[config.mk]
export PLATFORM = sky130hd
export DESIGN_NAME = serial_hba_initiator_flat
export DESIGN_NICKNAME = d
export VERILOG_FILES = /design/src/rtl/serial_proto_pkg.sv /design/src/rtl/serial_hba_initiator_if.sv /design/src/rtl/serial_byte_link.sv /design/src/rtl/serial_hba_initiator.sv /design/src/flat_wrapper.sv
export SDC_FILE = /design/constraint.sdc
export NUM_CORES = 1
export LEC_CHECK = 0
export ABC_CLOCK_PERIOD_IN_PS = 1800
export CORE_ASPECT_RATIO = 0.5
export CORE_MARGIN = 3
export CORE_UTILIZATION = 40
export DETAILED_ROUTE_END_ITERATION = 12
export PLACE_DENSITY = 0.74
export SLEW_MARGIN = 30
export SYNTH_ARGS = -nofsm -noshare
export SYNTH_HDL_FRONTEND = slang
export SYNTH_SLANG_ARGS = --single-unit
[constraint.sdc]
create_clock -name hba_clk -period 1.8 [get_ports hba_clk]
set_clock_uncertainty 0.05 [all_clocks]
set_input_delay 0.54 -clock hba_clk [delete_from_list [all_inputs] [get_ports hba_clk]]
set_output_delay 0.54 -clock hba_clk [all_outputs]
set_load 0.01 [all_outputs]
[src/rtl/serial_proto_pkg.sv]
// Shared definitions for the serial-to-HBA bridge protocol: framing characters, command
// byte layout, status codes and the initiator frame states. The responder uses the same package.
package serial_proto_pkg;

    localparam logic [7:0] ACK_CHAR  = 8'hAC;
    localparam logic [7:0] NACK_CHAR = 8'h56;

    // Command byte layout: {rnw, num_bytes[2:0], core_addr[3:0]}
    localparam int unsigned RNW_BIT  = 7;
    localparam int unsigned NUM_MSB  = 6;
    localparam int unsigned NUM_LSB  = 4;
    localparam int unsigned CORE_MSB = 3;
    localparam int unsigned CORE_LSB = 0;

    typedef enum logic [1:0] {
        StatusOk      = 2'b00,
        StatusBadAck  = 2'b01,
        StatusEcho    = 2'b10,
        StatusTimeout = 2'b11
    } status_e;

    typedef enum logic [3:0] {
        StIdle,
        StSendCmd,
        StSendRad,
        StSendData,
        StWaitAck,
        StRxEchoCmd,
        StRxEchoRad,
        StRxData,
        StFinish
    } init_state_e;

    function automatic logic [7:0] make_cmd(input logic       rnw,
                                            input logic [2:0] num,
                                            input logic [3:0] core);
        logic [7:0] cmd;
        cmd                    = '0;
        cmd[RNW_BIT]           = rnw;
        cmd[NUM_MSB:NUM_LSB]   = num;
        cmd[CORE_MSB:CORE_LSB] = core;
        return cmd;
    endfunction

endpackage

[src/rtl/serial_hba_initiator_if.sv]
// App request port and buart byte port of the serial HBA initiator.
// master: the initiator's view; slave: the app + uart environment's view.
interface serial_hba_initiator_if;

    logic       app_start;
    logic       app_rnw;
    logic [3:0] app_core_addr;
    logic [7:0] app_reg_addr;
    logic [2:0] app_num_bytes;
    logic [7:0] app_wdata;
    logic       app_wdata_valid;
    logic       app_wdata_ready;
    logic [7:0] app_rdata;
    logic       app_rdata_valid;
    logic       app_busy;
    logic       app_done;
    logic [1:0] app_status;
    logic [7:0] uart_tx_data;
    logic       uart_wr;
    logic       uart_tx_busy;
    logic [7:0] uart_rx_data;
    logic       uart_rx_valid;
    logic       uart_rd;

    modport master (
        input  app_start, app_rnw, app_core_addr, app_reg_addr, app_num_bytes,
        input  app_wdata, app_wdata_valid,
        output app_wdata_ready, app_rdata, app_rdata_valid, app_busy, app_done, app_status,
        output uart_tx_data, uart_wr, uart_rd,
        input  uart_tx_busy, uart_rx_data, uart_rx_valid
    );

    modport slave (
        output app_start, app_rnw, app_core_addr, app_reg_addr, app_num_bytes,
        output app_wdata, app_wdata_valid,
        input  app_wdata_ready, app_rdata, app_rdata_valid, app_busy, app_done, app_status,
        input  uart_tx_data, uart_wr, uart_rd,
        output uart_tx_busy, uart_rx_data, uart_rx_valid
    );

endinterface

[src/rtl/serial_byte_link.sv]
// Byte-level handshakes to the buart: one-cycle uart_wr / uart_rd strobes, each followed by a
// guard cycle so the uart's busy/valid flags have time to update before being sampled again.
module serial_byte_link (
    input  logic       clk_i,
    input  logic       rst_ni,
    input  logic       tx_req_i,
    input  logic [7:0] tx_byte_i,
    output logic       tx_ready_o,
    output logic       tx_fire_o,
    output logic [7:0] uart_tx_data_o,
    output logic       uart_wr_o,
    input  logic       uart_tx_busy_i,
    input  logic       rx_en_i,
    output logic       rx_fire_o,
    output logic [7:0] rx_byte_o,
    input  logic [7:0] uart_rx_data_i,
    input  logic       uart_rx_valid_i,
    output logic       uart_rd_o
);

    logic tx_guard_q, tx_guard_d;
    logic rx_guard_q, rx_guard_d;

    // Strobe generation and guard-cycle arming.
    always_comb begin
        tx_ready_o     = !uart_tx_busy_i && !tx_guard_q;
        tx_fire_o      = tx_req_i && tx_ready_o;
        uart_wr_o      = tx_fire_o;
        uart_tx_data_o = tx_byte_i;
        rx_fire_o      = rx_en_i && uart_rx_valid_i && !rx_guard_q;
        uart_rd_o      = rx_fire_o;
        rx_byte_o      = uart_rx_data_i;
        tx_guard_d     = tx_fire_o;
        rx_guard_d     = rx_fire_o;
    end

    // Guard flags.
    always_ff @(posedge clk_i or negedge rst_ni) begin
        if (!rst_ni) begin
            tx_guard_q <= 1'b0;
            rx_guard_q <= 1'b0;
        end else begin
            tx_guard_q <= tx_guard_d;
            rx_guard_q <= rx_guard_d;
        end
    end

endmodule

[src/rtl/serial_hba_initiator.sv]
// Host end of the serial-to-HBA bridge: frames register read/write transactions as
// cmd/regaddr/data bytes, checks the responder's echo/ACK and returns read data.
// Optional build macro SERIAL_INIT_TIMEOUT_EN adds a per-byte response timeout (status 11).
module serial_hba_initiator
    import serial_proto_pkg::*;
#(
    parameter int unsigned CLK_FREQUENCY = 50_000_000,
    parameter int unsigned TIMEOUT_US    = 2000
) (
    input logic                    hba_clk,
    input logic                    hba_reset_n,
    serial_hba_initiator_if.master bus
);

    init_state_e state_q, state_d;
    logic        rnw_q, rnw_d;
    logic [2:0]  num_q, num_d;
    logic [3:0]  core_q, core_d;
    logic [7:0]  reg_q, reg_d;
    logic [2:0]  cnt_q, cnt_d;
    logic [1:0]  status_q, status_d;

    logic       tx_req, tx_ready, tx_fire;
    logic [7:0] tx_byte;
    logic       rx_en, rx_fire;
    logic [7:0] rx_byte;
    logic       wdata_ready;
    logic [7:0] cmd_byte;
    logic       timeout_hit;

    assign cmd_byte = make_cmd(rnw_q, num_q, core_q);

    serial_byte_link u_link (
        .clk_i          (hba_clk),
        .rst_ni         (hba_reset_n),
        .tx_req_i       (tx_req),
        .tx_byte_i      (tx_byte),
        .tx_ready_o     (tx_ready),
        .tx_fire_o      (tx_fire),
        .uart_tx_data_o (bus.uart_tx_data),
        .uart_wr_o      (bus.uart_wr),
        .uart_tx_busy_i (bus.uart_tx_busy),
        .rx_en_i        (rx_en),
        .rx_fire_o      (rx_fire),
        .rx_byte_o      (rx_byte),
        .uart_rx_data_i (bus.uart_rx_data),
        .uart_rx_valid_i(bus.uart_rx_valid),
        .uart_rd_o      (bus.uart_rd)
    );

`ifdef SERIAL_INIT_TIMEOUT_EN
    localparam int unsigned TimeoutCycles = TIMEOUT_US * (CLK_FREQUENCY / 1_000_000);

    logic [31:0] tmr_q, tmr_d;
    logic        waiting;

    // Response timer: restarts on every byte moved, idle outside the frame.
    always_comb begin
        waiting = (state_q != StIdle) && (state_q != StFinish);
        tmr_d   = tmr_q + 32'd1;
        if (!waiting || tx_fire || rx_fire) begin
            tmr_d = '0;
        end
        timeout_hit = waiting && !tx_fire && !rx_fire && (tmr_q >= TimeoutCycles - 1);
    end

    // Timer register.
    always_ff @(posedge hba_clk or negedge hba_reset_n) begin
        if (!hba_reset_n) begin
            tmr_q <= '0;
        end else begin
            tmr_q <= tmr_d;
        end
    end
`else
    assign timeout_hit = 1'b0;
`endif

    // Per-state byte-link requests; kept apart from next-state to avoid a loop through the link.
    always_comb begin
        tx_req      = 1'b0;
        tx_byte     = '0;
        rx_en       = 1'b0;
        wdata_ready = 1'b0;
        unique case (state_q)
            StIdle:    rx_en = 1'b1; // drain stray bytes
            StSendCmd: begin
                tx_req  = 1'b1;
                tx_byte = cmd_byte;
            end
            StSendRad: begin
                tx_req  = 1'b1;
                tx_byte = reg_q;
            end
            StSendData: begin
                tx_req      = bus.app_wdata_valid;
                tx_byte     = bus.app_wdata;
                wdata_ready = tx_ready;
            end
            StWaitAck, StRxEchoCmd, StRxEchoRad, StRxData: rx_en = 1'b1;
            default: ;
        endcase
    end

    assign bus.app_wdata_ready = wdata_ready;
    assign bus.app_rdata_valid = (state_q == StRxData) && rx_fire;
    assign bus.app_rdata       = bus.app_rdata_valid ? rx_byte : 8'h00;
    assign bus.app_busy        = (state_q != StIdle);
    assign bus.app_done        = (state_q == StFinish);
    assign bus.app_status      = status_q;

    // Frame FSM next-state, request latching, byte counting and status.
    always_comb begin
        state_d  = state_q;
        rnw_d    = rnw_q;
        num_d    = num_q;
        core_d   = core_q;
        reg_d    = reg_q;
        cnt_d    = cnt_q;
        status_d = status_q;
        unique case (state_q)
            StIdle: begin
                if (bus.app_start) begin
                    rnw_d    = bus.app_rnw;
                    num_d    = bus.app_num_bytes;
                    core_d   = bus.app_core_addr;
                    reg_d    = bus.app_reg_addr;
                    cnt_d    = '0;
                    status_d = StatusOk;
                    state_d  = StSendCmd;
                end
            end
            StSendCmd: if (tx_fire) state_d = StSendRad;
            StSendRad: if (tx_fire) state_d = rnw_q ? StRxEchoCmd : StSendData;
            StSendData: begin
                if (tx_fire) begin
                    if (cnt_q == num_q) begin
                        cnt_d   = '0;
                        state_d = StWaitAck;
                    end else begin
                        cnt_d = cnt_q + 3'd1;
                    end
                end
            end
            StWaitAck: begin
                if (rx_fire) begin
                    status_d = (rx_byte == ACK_CHAR) ? StatusOk : StatusBadAck;
                    state_d  = StFinish;
                end
            end
            StRxEchoCmd: begin
                if (rx_fire) begin
                    if (rx_byte != cmd_byte) begin
                        status_d = StatusEcho;
                        state_d  = StFinish;
                    end else begin
                        state_d = StRxEchoRad;
                    end
                end
            end
            StRxEchoRad: begin
                if (rx_fire) begin
                    if (rx_byte != reg_q) begin
                        status_d = StatusEcho;
                        state_d  = StFinish;
                    end else begin
                        state_d = StRxData;
                    end
                end
            end
            StRxData: begin
                if (rx_fire) begin
                    if (cnt_q == num_q) begin
                        cnt_d   = '0;
                        state_d = StFinish;
                    end else begin
                        cnt_d = cnt_q + 3'd1;
                    end
                end
            end
            StFinish: state_d = StIdle;
            default:  state_d = StIdle;
        endcase
        if (timeout_hit) begin
            status_d = StatusTimeout;
            state_d  = StFinish;
        end
    end

    // Frame state and latched request fields.
    always_ff @(posedge hba_clk or negedge hba_reset_n) begin
        if (!hba_reset_n) begin
            state_q  <= StIdle;
            rnw_q    <= 1'b0;
            num_q    <= '0;
            core_q   <= '0;
            reg_q    <= '0;
            cnt_q    <= '0;
            status_q <= '0;
        end else begin
            state_q  <= state_d;
            rnw_q    <= rnw_d;
            num_q    <= num_d;
            core_q   <= core_d;
            reg_q    <= reg_d;
            cnt_q    <= cnt_d;
            status_q <= status_d;
        end
    end

endmodule

[src/flat_wrapper.sv]
// flat-port wrapper written by rule: the top's interface ports become plain ports
module serial_hba_initiator_flat import serial_proto_pkg::*;
#(
    parameter int unsigned CLK_FREQUENCY = 50_000_000,
    parameter int unsigned TIMEOUT_US    = 2000
)
  (hba_clk, hba_reset_n, bus_app_start, bus_app_rnw, bus_app_core_addr, bus_app_reg_addr, bus_app_num_bytes, bus_app_wdata, bus_app_wdata_valid, bus_app_wdata_ready, bus_app_rdata, bus_app_rdata_valid, bus_app_busy, bus_app_done, bus_app_status, bus_uart_tx_data, bus_uart_wr, bus_uart_rd, bus_uart_tx_busy, bus_uart_rx_data, bus_uart_rx_valid);
  serial_hba_initiator_if bus_i ();
  input logic hba_clk;
  input logic hba_reset_n;
  input wire logic [$bits(bus_i.app_start)-1:0] bus_app_start;
  input wire logic [$bits(bus_i.app_rnw)-1:0] bus_app_rnw;
  input wire logic [$bits(bus_i.app_core_addr)-1:0] bus_app_core_addr;
  input wire logic [$bits(bus_i.app_reg_addr)-1:0] bus_app_reg_addr;
  input wire logic [$bits(bus_i.app_num_bytes)-1:0] bus_app_num_bytes;
  input wire logic [$bits(bus_i.app_wdata)-1:0] bus_app_wdata;
  input wire logic [$bits(bus_i.app_wdata_valid)-1:0] bus_app_wdata_valid;
  output wire logic [$bits(bus_i.app_wdata_ready)-1:0] bus_app_wdata_ready;
  output wire logic [$bits(bus_i.app_rdata)-1:0] bus_app_rdata;
  output wire logic [$bits(bus_i.app_rdata_valid)-1:0] bus_app_rdata_valid;
  output wire logic [$bits(bus_i.app_busy)-1:0] bus_app_busy;
  output wire logic [$bits(bus_i.app_done)-1:0] bus_app_done;
  output wire logic [$bits(bus_i.app_status)-1:0] bus_app_status;
  output wire logic [$bits(bus_i.uart_tx_data)-1:0] bus_uart_tx_data;
  output wire logic [$bits(bus_i.uart_wr)-1:0] bus_uart_wr;
  output wire logic [$bits(bus_i.uart_rd)-1:0] bus_uart_rd;
  input wire logic [$bits(bus_i.uart_tx_busy)-1:0] bus_uart_tx_busy;
  input wire logic [$bits(bus_i.uart_rx_data)-1:0] bus_uart_rx_data;
  input wire logic [$bits(bus_i.uart_rx_valid)-1:0] bus_uart_rx_valid;
  assign bus_i.app_start = bus_app_start;
  assign bus_i.app_rnw = bus_app_rnw;
  assign bus_i.app_core_addr = bus_app_core_addr;
  assign bus_i.app_reg_addr = bus_app_reg_addr;
  assign bus_i.app_num_bytes = bus_app_num_bytes;
  assign bus_i.app_wdata = bus_app_wdata;
  assign bus_i.app_wdata_valid = bus_app_wdata_valid;
  assign bus_app_wdata_ready = bus_i.app_wdata_ready;
  assign bus_app_rdata = bus_i.app_rdata;
  assign bus_app_rdata_valid = bus_i.app_rdata_valid;
  assign bus_app_busy = bus_i.app_busy;
  assign bus_app_done = bus_i.app_done;
  assign bus_app_status = bus_i.app_status;
  assign bus_uart_tx_data = bus_i.uart_tx_data;
  assign bus_uart_wr = bus_i.uart_wr;
  assign bus_uart_rd = bus_i.uart_rd;
  assign bus_i.uart_tx_busy = bus_uart_tx_busy;
  assign bus_i.uart_rx_data = bus_uart_rx_data;
  assign bus_i.uart_rx_valid = bus_uart_rx_valid;
  serial_hba_initiator #(.CLK_FREQUENCY(CLK_FREQUENCY), .TIMEOUT_US(TIMEOUT_US)) u_core (.hba_clk(hba_clk), .hba_reset_n(hba_reset_n), .bus(bus_i));
endmodule
### Word-level counts from Yosys, hierarchy flattened

Cells that the tools add are included.

* $add $sub $neg: 1
* eq/ne operators: 24
* muxes and demuxes: 32
* reductions and logical operators: 18

Operators with widths (number)
* 4-bit two-way mux: 12
* 4-bit case mux with 8 select lines: 1
* 8-bit case mux with 3 select lines: 1
* 4-bit by 3-bit equality test with 1-bit output (second input constant): 4
* 8-bit inequality test: 2
* 3-bit two-way mux: 5
* 2-bit by 1-bit inequality test with 1-bit output (second input constant): 7
* 2-bit two-way mux: 6
* 2-bit inequality test (second input constant): 5
* 10-bit AND reduction: 1
* 3-bit case mux with 3 select lines: 1
* 4-bit by 2-bit equality test with 1-bit output (second input constant): 2
* 8-bit equality test (second input constant): 1
* 8-bit two-way mux: 1
* 2-bit case mux with 4 select lines: 1
* 4-bit nonzero test: 2
* 7-bit AND reduction: 1
* 1-bit logical AND: 5
* 5-bit OR reduction: 1
* 4-bit by 1-bit equality test with 1-bit output (second input constant): 1
* 4-bit equality test (second input constant): 1
* 4-bit logical NOT: 1
* 4-bit AND reduction: 1
* 3-bit by 1-bit adder with 3-bit output (second input constant): 1
* other kinds (7): 11

* bits in registers: 27
* input port bits: 38

### Logic depth before layout (Yosys ltp)

Gate-level depths: netlist (run 1).

* depth in word-level cells: 7
* gate-level depth with buffers: 6

### By module

A second synthesis (run 1) with hierarchy kept.

* cells, all modules: 208
* area total of the unflattened synthesis: 1995.7 um^2

By module, submodules not included
* serial_hba_initiator: instances 1, cells an instance 185, area each 1785.5 um^2, seq. area each 625.6 um^2
* serial_byte_link: instances 1, cells an instance 23, area each 210.2 um^2, seq. area each 50.0 um^2

### Least setup slack after synthesis (run 1)

Ideal clock, no wire load.

* path kind: input to register
* start point: input bus_uart_tx_busy
* end point: register u_core.cnt_q[0]
* library setup time: 0.125 ns
* arrival time: 1.810 ns
* required time: 1.625 ns
* setup slack: -0.185 ns
* cell stages on the path: 5
* path buffers: 0
* cell sequence: nor2_1 a211oi_2 or3_4 or3_4 mux2_4

* longest elaborated chain between the ends: 5

Ends and longest elaborated chain
* start: declaration: line flat_wrapper.sv:27 `input wire logic [$bits(bus_i.uart_tx_busy)-1:0] bus_uart_tx_busy;`
* 1-bit logical NOT: line serial_byte_link.sv:26 `tx_ready_o = !uart_tx_busy_i && !tx_guard_q;`
* 1-bit logical AND: line serial_byte_link.sv:26
* 1-bit logical AND: line serial_byte_link.sv:27 `tx_fire_o = tx_req_i && tx_ready_o;`
* 2-bit inequality test (no line)
* 4-bit AND reduction (no line)
* end signal: assignment: line serial_hba_initiator.sv:206 `cnt_q <= cnt_d;`
* end: declaration: line serial_hba_initiator.sv:20 `logic [2:0] cnt_q, cnt_d;`

No other way between the ends.
A chain may end at the register's enable or synchronous reset.

### Final worst setup path (run 1)

* start point: register u_core.state_q[1]
* end point: output bus_uart_rd

* longest elaborated chain between the ends: 5
* elaborated cells between the ends (all ways): 9
* classes of those cells: 4 x eq/ne; 1 x mux; 4 x reduce/logical

Ends and longest elaborated chain
* start: declaration: line serial_hba_initiator.sv:15 `init_state_e state_q, state_d;`
* start signal: assignment: line serial_hba_initiator.sv:193 `state_q <= StIdle;`
* start signal: assignment: line serial_hba_initiator.sv:201 `state_q <= state_d;`
* 4-bit by 3-bit equality test with 1-bit output or 4-bit logical NOT (tied branches): line serial_hba_initiator.sv:85 `unique case (state_q)`
* 5-bit OR reduction (no line) (*)
* 1-bit two-way mux (*): line serial_hba_initiator.sv:85
* 1-bit logical AND (*) (2 in a row): line serial_byte_link.sv:30 `rx_fire_o = rx_en_i && uart_rx_valid_i && !rx_guard_q;`
* end: declaration: line flat_wrapper.sv:26 `output wire logic [$bits(bus_i.uart_rd)-1:0] bus_uart_rd;`

Mark *: on every way between the ends. The rest lies on a longest branch, timed or not.

==> results of run 1 <==
[worst paths after layout]
kind	start	end	cells after the start
worst max-delay path	u_core.state_q[1]$_DFFE_PN0P_	bus_uart_rd	6
worst min-delay path	u_core.cnt_q[2]$_DFFE_PN0P_	u_core.cnt_q[2]$_DFFE_PN0P_	1
max in group asynchronous	hba_reset_n	u_core.state_q[1]$_DFFE_PN0P_	2
min in group asynchronous	hba_reset_n	u_core.reg_q[5]$_DFFE_PN0P_	2
worst max register to register	u_core.state_q[1]$_DFFE_PN0P_	u_core.state_q[2]$_DFFE_PN0P_	9
worst min register to register	u_core.cnt_q[2]$_DFFE_PN0P_	u_core.cnt_q[2]$_DFFE_PN0P_	1
[through the flow]
step                      instance area (µm²)  hold WS, ns  setup slack, ns  util (%)
after floorplan                          1870        0.194          -0.0906         -
after global placement                   2920        0.459            -1.01      70.1
after detailed placement                 2920        0.464            -1.07      70.1
after CTS                                3220        0.489           -0.366      77.4
after global routing                     3450        0.561           -0.431      82.8
final                                    3450        0.534           -0.382      82.8
[cells by family (layout without fill, tap and decap cells)]
family | after synthesis | in the layout | share of synthesized area [%]
AO/OA/AOI/OAI | 28 | 28 | 12.2
XOR/XNOR | 19 | 19 | 9.04
adder cells (fa/ha/maj) | 1 | 1 | 0.680
buffers and inverters | 10 | 147 | 3.19
flip-flops | 27 | 27 | 36.7
multiplexers | 25 | 25 | 15.5
AND/OR/NAND/NOR | 74 | 75 | 22.7
[layout by cell type, fill, tap and decap left out, drive strengths merged, types with 2 or more instances in the layout]
cell type | synthesis | layout
mux2 | 25 | 25
clkdlybuf4s50 | 0 | 22
clkbuf | 4 | 3
xnor2 | 19 | 19
nor2b | 6 | 6
dfrtp | 27 | 27
nand4 | 3 | 3
buf | 5 | 103
or3 | 2 | 2
nor3 | 7 | 7
nand2 | 7 | 7
o21ai | 4 | 4
or2 | 2 | 2
a21oi | 2 | 2
or4 | 2 | 2
nand3 | 4 | 4
dlygate4sd2 | 0 | 12
nor2 | 20 | 21
nand2b | 6 | 6
and2 | 9 | 9
dlymetal6s2s | 0 | 4
a211oi | 2 | 2
a22oi | 8 | 8
[cell type report]
cell class	count	share of cell area [%]
clock buffer	3	1.20
clock inverter	1	0.218
inverter	1	0.109
multi-input combinational	148	39.5
sequential	27	19.7
tap	54	1.96
timing repair buffer	142	37.3
[what timing repair did]
action                     CTS  global route
gates resized for setup    167            42
setup buffers               15            12
cloned                       2             1
pin swaps                   25            33
setup endpoints to repair   31            49
[registers in the layout, indices dropped and copies added (netlist names)]
register and cells:
u_core.cnt_q 3, u_core.state_q 4, u_core.rnw_q 1, u_core.u_link.tx_guard_q 1, u_core.core_q 4, u_core.num_q 3
u_core.reg_q 8, u_core.bus.app_status 2, u_core.u_link.rx_guard_q 1
[power by group through the flow]
stage / Sequential [µW] / Combinational [µW] / Clock, µW
2_1_floorplan: 1120 / 1650 / 0
3_3_place_gp: 1120 / 2950 / 0
3_5_place_dp: 1140 / 3020 / 0
4_1_cts: 1140 / 3520 / 373
5_1_grt: 1220 / 4240 / 400
6_report: 1190 / 4040 / 371
[per-layer routing]
layer  wire length, µm  global-route usage (%)  vias to the layer above
met5                 0                       0                        -
met4               320                    4.14                        0
met3               546                    4.14                       33
met2              3770                    45.5                      122
met1              3150                    32.3                     1058
li1                  -                       -                      941
==> impl_metrics.env, run 1 <==
export IMPL_cts_made_buffers=3
export IMPL_crit_type="reg -> out"
export IMPL_synth_edf_count=0
export IMPL_synth_area_leaders="dfrtp_1 37%, mux2_2 15%, xnor2_1 9.0%, nor2_1 3.7%, a22oi_1 3.3%"
export IMPL_rsz0062_at_grt="yes"
export IMPL_drt_wl_total_um=7780
export IMPL_grt_pass1_wl_um=10400
export IMPL_setup_slack_ns=-0.382
export IMPL_fin_crit_ns=2.18
export IMPL_path_cells="buf_6 -> buf_6 -> nor2_4 -> nor2_2 -> nor3_2 -> buf_2"
export IMPL_fp_row_count=16
export IMPL_ys_seq_elements=27
export IMPL_synth_area_leader_cell="dfrtp_1"
export IMPL_crit_path_max_fanout=4
export IMPL_drive_gt1_share_pct=56.2
export IMPL_yosys_area_top_type_share_pct=36.7
export IMPL_yosys_warnings=0
export IMPL_synthCells=184
export IMPL_final_period_utilization_pct=121
export IMPL_status="complete, but fails checks"
export IMPL_final_cells=376
export IMPL_place_inst=346
export IMPL_track_usage_pct=25.0
export IMPL_async_flop_share_pct=100
export IMPL_crit_buf_inv=3
export IMPL_multi_input_area_um2=1360
export IMPL_slowest_stage="dfrtp_2"
export IMPL_core_area_um2=4160
export IMPL_die_x_um=102
export IMPL_pin_count=62
export IMPL_power_net_switching_uw=2310
export IMPL_fin_nets=362
export IMPL_antenna_cells=0
export IMPL_report_power_total_uw=5600
export IMPL_clock_latency_ns=0.29
export IMPL_setup_viol=32
export IMPL_p_leak_uw=0.00159
export IMPL_cp_data_required_time_ns=1.21
export IMPL_grt_pass1_vias=2090
export IMPL_ir_drop_mv=0.665
export IMPL_synthesis_area_um2=1840
export IMPL_cts_tree="built"
export IMPL_critPathArrivalTime_ns=1.59
export IMPL_ant_nets=0
export IMPL_start_util_pct=44.2
export IMPL_p_per_area_nw_per_um2=1620
export IMPL_hp_class="reg -> reg"
export IMPL_fmax_mhz=458
export IMPL_finalSetupTns_ns=-9.22
export IMPL_swShare_pct=41.3
export IMPL_syn_nets=223
export IMPL_clockBufferDepth=2
export IMPL_hold_violations=0
export IMPL_cts_hold_buf=0
export IMPL_violations="negative setup slack"
export IMPL_route_detailed_drc=0
export IMPL_power_internal_uw=3290
export IMPL_path_clk_slew_ns=0.11
export IMPL_power_frac_seq_pct=21.2
export IMPL_crit_top_cell="buf_6"
export IMPL_avgRoutedWirePerCell_um=20.7
export IMPL_drt_pre_antenna_iters=5
export IMPL_relSlewSlack_pct=74.9
export IMPL_via_per_inst=5.73
export IMPL_drt_iter0_drc=130
export IMPL_max_cap_violations=0
export IMPL_clockRootBuffer="clkbuf_8"
export IMPL_portBuffers=61
export IMPL_syn_area_per_cell_um2=10.0
export IMPL_cp_slowest_stage_delay_ns=0.47
export IMPL_rrSetupSlack_ns=-0.30
export IMPL_cp_start_kind="flop"
export IMPL_end_kind="primary output"
export IMPL_cts_max_level=1
export IMPL_hpwl_um=4330
export IMPL_ys_top_cells_by_count="27 x dfrtp_1, 24 x mux2_2, 19 x xnor2_1"
export IMPL_maxSlewViolCount=0
export IMPL_synth_flop_cell="dfrtp_1"
export IMPL_cp_top_family="buffers and inverters"
export IMPL_area_growth_pct=87.3
export IMPL_fillers=221
export IMPL_grt_max_degree=28
export IMPL_vias=2154
export IMPL_seq_area_frac_synth_pct=36.7
export IMPL_grt_ovfl_total=0
export IMPL_place_congestion=0.835
export IMPL_post_synth_top_count_cell="dfrtp_1"
export IMPL_chipHeight_um=54.0
export IMPL_netlist_cell_type_count=47
export IMPL_antenna_found_initial=0
export IMPL_worst_slew_pin_slew_ns=0.377
export IMPL_cts_sinks=27
export IMPL_seqCellArea_um2=679
export IMPL_power_share_combinational_pct=72.2
export IMPL_dieArea_um2=5500
export IMPL_clkPwrFrac_pct=6.6
Power figures use the tool's default switching activity.
==> inputs of run 2 (changes only) <==
--- a/config.mk
+++ b/config.mk
@@ -5,7 +5,7 @@
 export SDC_FILE = /design/constraint.sdc
 export NUM_CORES = 1
 export LEC_CHECK = 0
-export ABC_CLOCK_PERIOD_IN_PS = 1800
+export ABC_CLOCK_PERIOD_IN_PS = 1860
 export CORE_ASPECT_RATIO = 0.5
 export CORE_MARGIN = 3
 export CORE_UTILIZATION = 40
==> constraint.sdc (replaced) <==
create_clock -name hba_clk -period 1.86 [get_ports hba_clk]
set_clock_uncertainty 0.05 [all_clocks]
set_input_delay 0.558 -clock hba_clk [delete_from_list [all_inputs] [get_ports hba_clk]]
set_output_delay 0.558 -clock hba_clk [all_outputs]
set_load 0.01 [all_outputs]
==> impl_metrics.env, run 2 (same netlist as run 1, synthesis figures left out) <==
export IMPL_ir_drop_mv=0.734
export IMPL_via_per_inst=5.74
export IMPL_min_path_cells=1
export IMPL_antenna_found_initial=0
export IMPL_clock_latency_ns=0.28
export IMPL_dieArea_um2=5500
export IMPL_status="complete, but fails checks"
export IMPL_track_usage_pct=25.5
export IMPL_crit_type="in -> out"
export IMPL_cts_sinks=27
export IMPL_final_common_cell="buf_4"
export IMPL_cp_start_kind="primary input"
export IMPL_clockRootBuffer="clkbuf_8"
export IMPL_grt_pass1_wl_um=10600
export IMPL_fin_crit_ns=2.19
export IMPL_ant_nets=0
export IMPL_final_hold_worst_slack_ns=0.506
export IMPL_fmax_mhz=457
export IMPL_grt_ovfl_total=0
export IMPL_fin_area_um2=3310
export IMPL_fin_nets=345
export IMPL_maxSlewViolCount=0
export IMPL_die_x_um=102
export IMPL_antenna_cells=0
export IMPL_path_cells="clkdlybuf4s50_1 -> mux2_2 -> a22oi_2 -> nor2_1 -> buf_2"
export IMPL_core_area_um2=4160
export IMPL_start_util_pct=44.2
export IMPL_p_per_area_nw_per_um2=1520
export IMPL_max_cap_violations=0
export IMPL_drt_pre_antenna_iters=5
export IMPL_slowest_stage="clkdlybuf4s50_1"
export IMPL_grt_pass1_vias=2062
export IMPL_route_detailed_drc=0
export IMPL_critPathArrivalTime_ns=1.58
export IMPL_vias=2061
export IMPL_drt_iter0_drc=92
export IMPL_hp_class="reg -> reg"
export IMPL_setup_viol=31
export IMPL_rr_endpoint="u_core.cnt_q[0]$_DFFE_PN0P_"
export IMPL_drt_wl_total_um=7350
export IMPL_drive_gt1_share_pct=56.1
export IMPL_crit_buf_inv=2
export IMPL_place_congestion=0.808
export IMPL_finalSetupTns_ns=-6.55
export IMPL_cts_made_buffers=3
export IMPL_end_kind="primary output"
export IMPL_avgRoutedWirePerCell_um=20.5
export IMPL_rsz0062_at_grt="yes"
export IMPL_holdPathEnd="u_core.cnt_q[2]$_DFFE_PN0P_"
export IMPL_place_inst=343
export IMPL_top_regs="u_core.reg_q: 8 flops, u_core.core_q: 4 flops, u_core.state_q: 4 flops"
export IMPL_fp_row_count=16
export IMPL_min_from="u_core.cnt_q[2]$_DFFE_PN0P_"
export IMPL_relSlewSlack_pct=73.9
export IMPL_p_leak_uw=0.00151
export IMPL_final_period_utilization_pct=118
export IMPL_cp_data_required_time_ns=1.25
export IMPL_rrSetupSlack_ns=-0.25
export IMPL_worst_slew_pin_slew_ns=0.391
export IMPL_fillers=241
export IMPL_cts_tree="built"
export IMPL_detailed_place_area_um2=2900
export IMPL_path_clk_slew_ns=0.10
export IMPL_r2r_start="u_core.state_q[1]$_DFFE_PN0P_"
export IMPL_cp_top_family="buffers and inverters"
export IMPL_portBuffers=61
export IMPL_violations="negative setup slack"
export IMPL_regMostFlops="u_core.reg_q"
export IMPL_cts_max_level=1
export IMPL_hold_violations=0
export IMPL_rr_worst_depth=7
export IMPL_final_cells=359
export IMPL_pin_count=62
export IMPL_chipHeight_um=54.0
export IMPL_hpwl_um=4430
export IMPL_largest_reg_flops=8
export IMPL_setup_slack_ns=-0.328
export IMPL_cts_hold_buf=0
export IMPL_grt_max_degree=28
export IMPL_crit_path_max_fanout=1
export IMPL_layout_common_cells="38 x buf_4, 30 x buf_6, 24 x dfrtp_1"
export IMPL_cp_slowest_stage_delay_ns=0.40
export IMPL_clockBufferDepth=2
export IMPL_area_growth_pct=79.8
[run 2: final cells by class]
| class | instances | area, µm² | area share [%] |
|---|---|---|---|
| Multi-Input combinational cell | 148 | 1380 | 41.6 |
| Inverter | 1 | 3.75 | 0.113 |
| Tap cell | 54 | 67.6 | 2.04 |
| Clock inverter | 1 | 5.00 | 0.151 |
| Sequential cell | 27 | 679 | 20.5 |
| Clock buffer | 3 | 41.3 | 1.25 |
| Timing Repair Buffer | 125 | 1140 | 34.3 |
[run 2: how the worst max path moves through the flow]
| stage | from | to | slack [ns] | cells after the start |
|---|---|---|---|---|
| 2_1_floorplan | bus_uart_rx_valid | u_core.cnt_q[0]$_DFFE_PN0P_ | -0.07 | 5 |
| 3_3_place_gp | bus_uart_rx_valid | bus_app_rdata[3] | -1.01 | 6 |
| 3_5_place_dp | bus_uart_rx_valid | bus_app_rdata[0] | -1.04 | 6 |
| 4_1_cts | bus_app_wdata[6] | bus_uart_tx_data[6] | -0.29 | 5 |
| 5_1_grt | bus_app_wdata[5] | bus_uart_tx_data[5] | -0.35 | 5 |
| 6_report | bus_app_wdata[5] | bus_uart_tx_data[5] | -0.33 | 5 |
[run 2: worst register-to-register path, cell delays in order, from the launching register on]
cell      delay, ns
dfrtp_2        0.46
buf_6          0.16
nand2_4        0.13
buf_6          0.14
a211oi_2       0.05
or3_4          0.37
or3_4          0.39
mux2_4         0.26
[run 2: per-layer routing]
metal	track usage, %	wire, µm	part of all wire (%)	up-vias
met4	5.45	307	4.2	0
met3	3.23	402	5.5	38
met5	0	0	0	-
met1	31.6	2920	40	1015
li1	-	-	-	907
met2	48.6	3730	51	101
[run 2: through the flow]
stage          util, %  setup WS (ns)  power [µW]
3_3_place_gp      69.5          -1.01        3870
6_report          79.5         -0.328        5030
5_1_grt           79.5         -0.355        5270
3_5_place_dp      69.5          -1.04        3960
4_1_cts           77.0         -0.294        4670
2_1_floorplan        -        -0.0734        2660
[run 2: what timing repair did]
item                                    CTS  global route
buffers inserted                         10             4
resized for setup                       172            29
pin swaps                                25            18
gates cloned                              1             0
endpoints found under the setup margin   31            31
[run 2: where the power goes]
part | internal (µW) | leakage [µW] | total, µW | switching [µW]
combinational | 1950 | 0.00116 | 3520 | 1570
clock | 151 | 0.0000255 | 350 | 199
sequential | 867 | 0.000331 | 1150 | 285
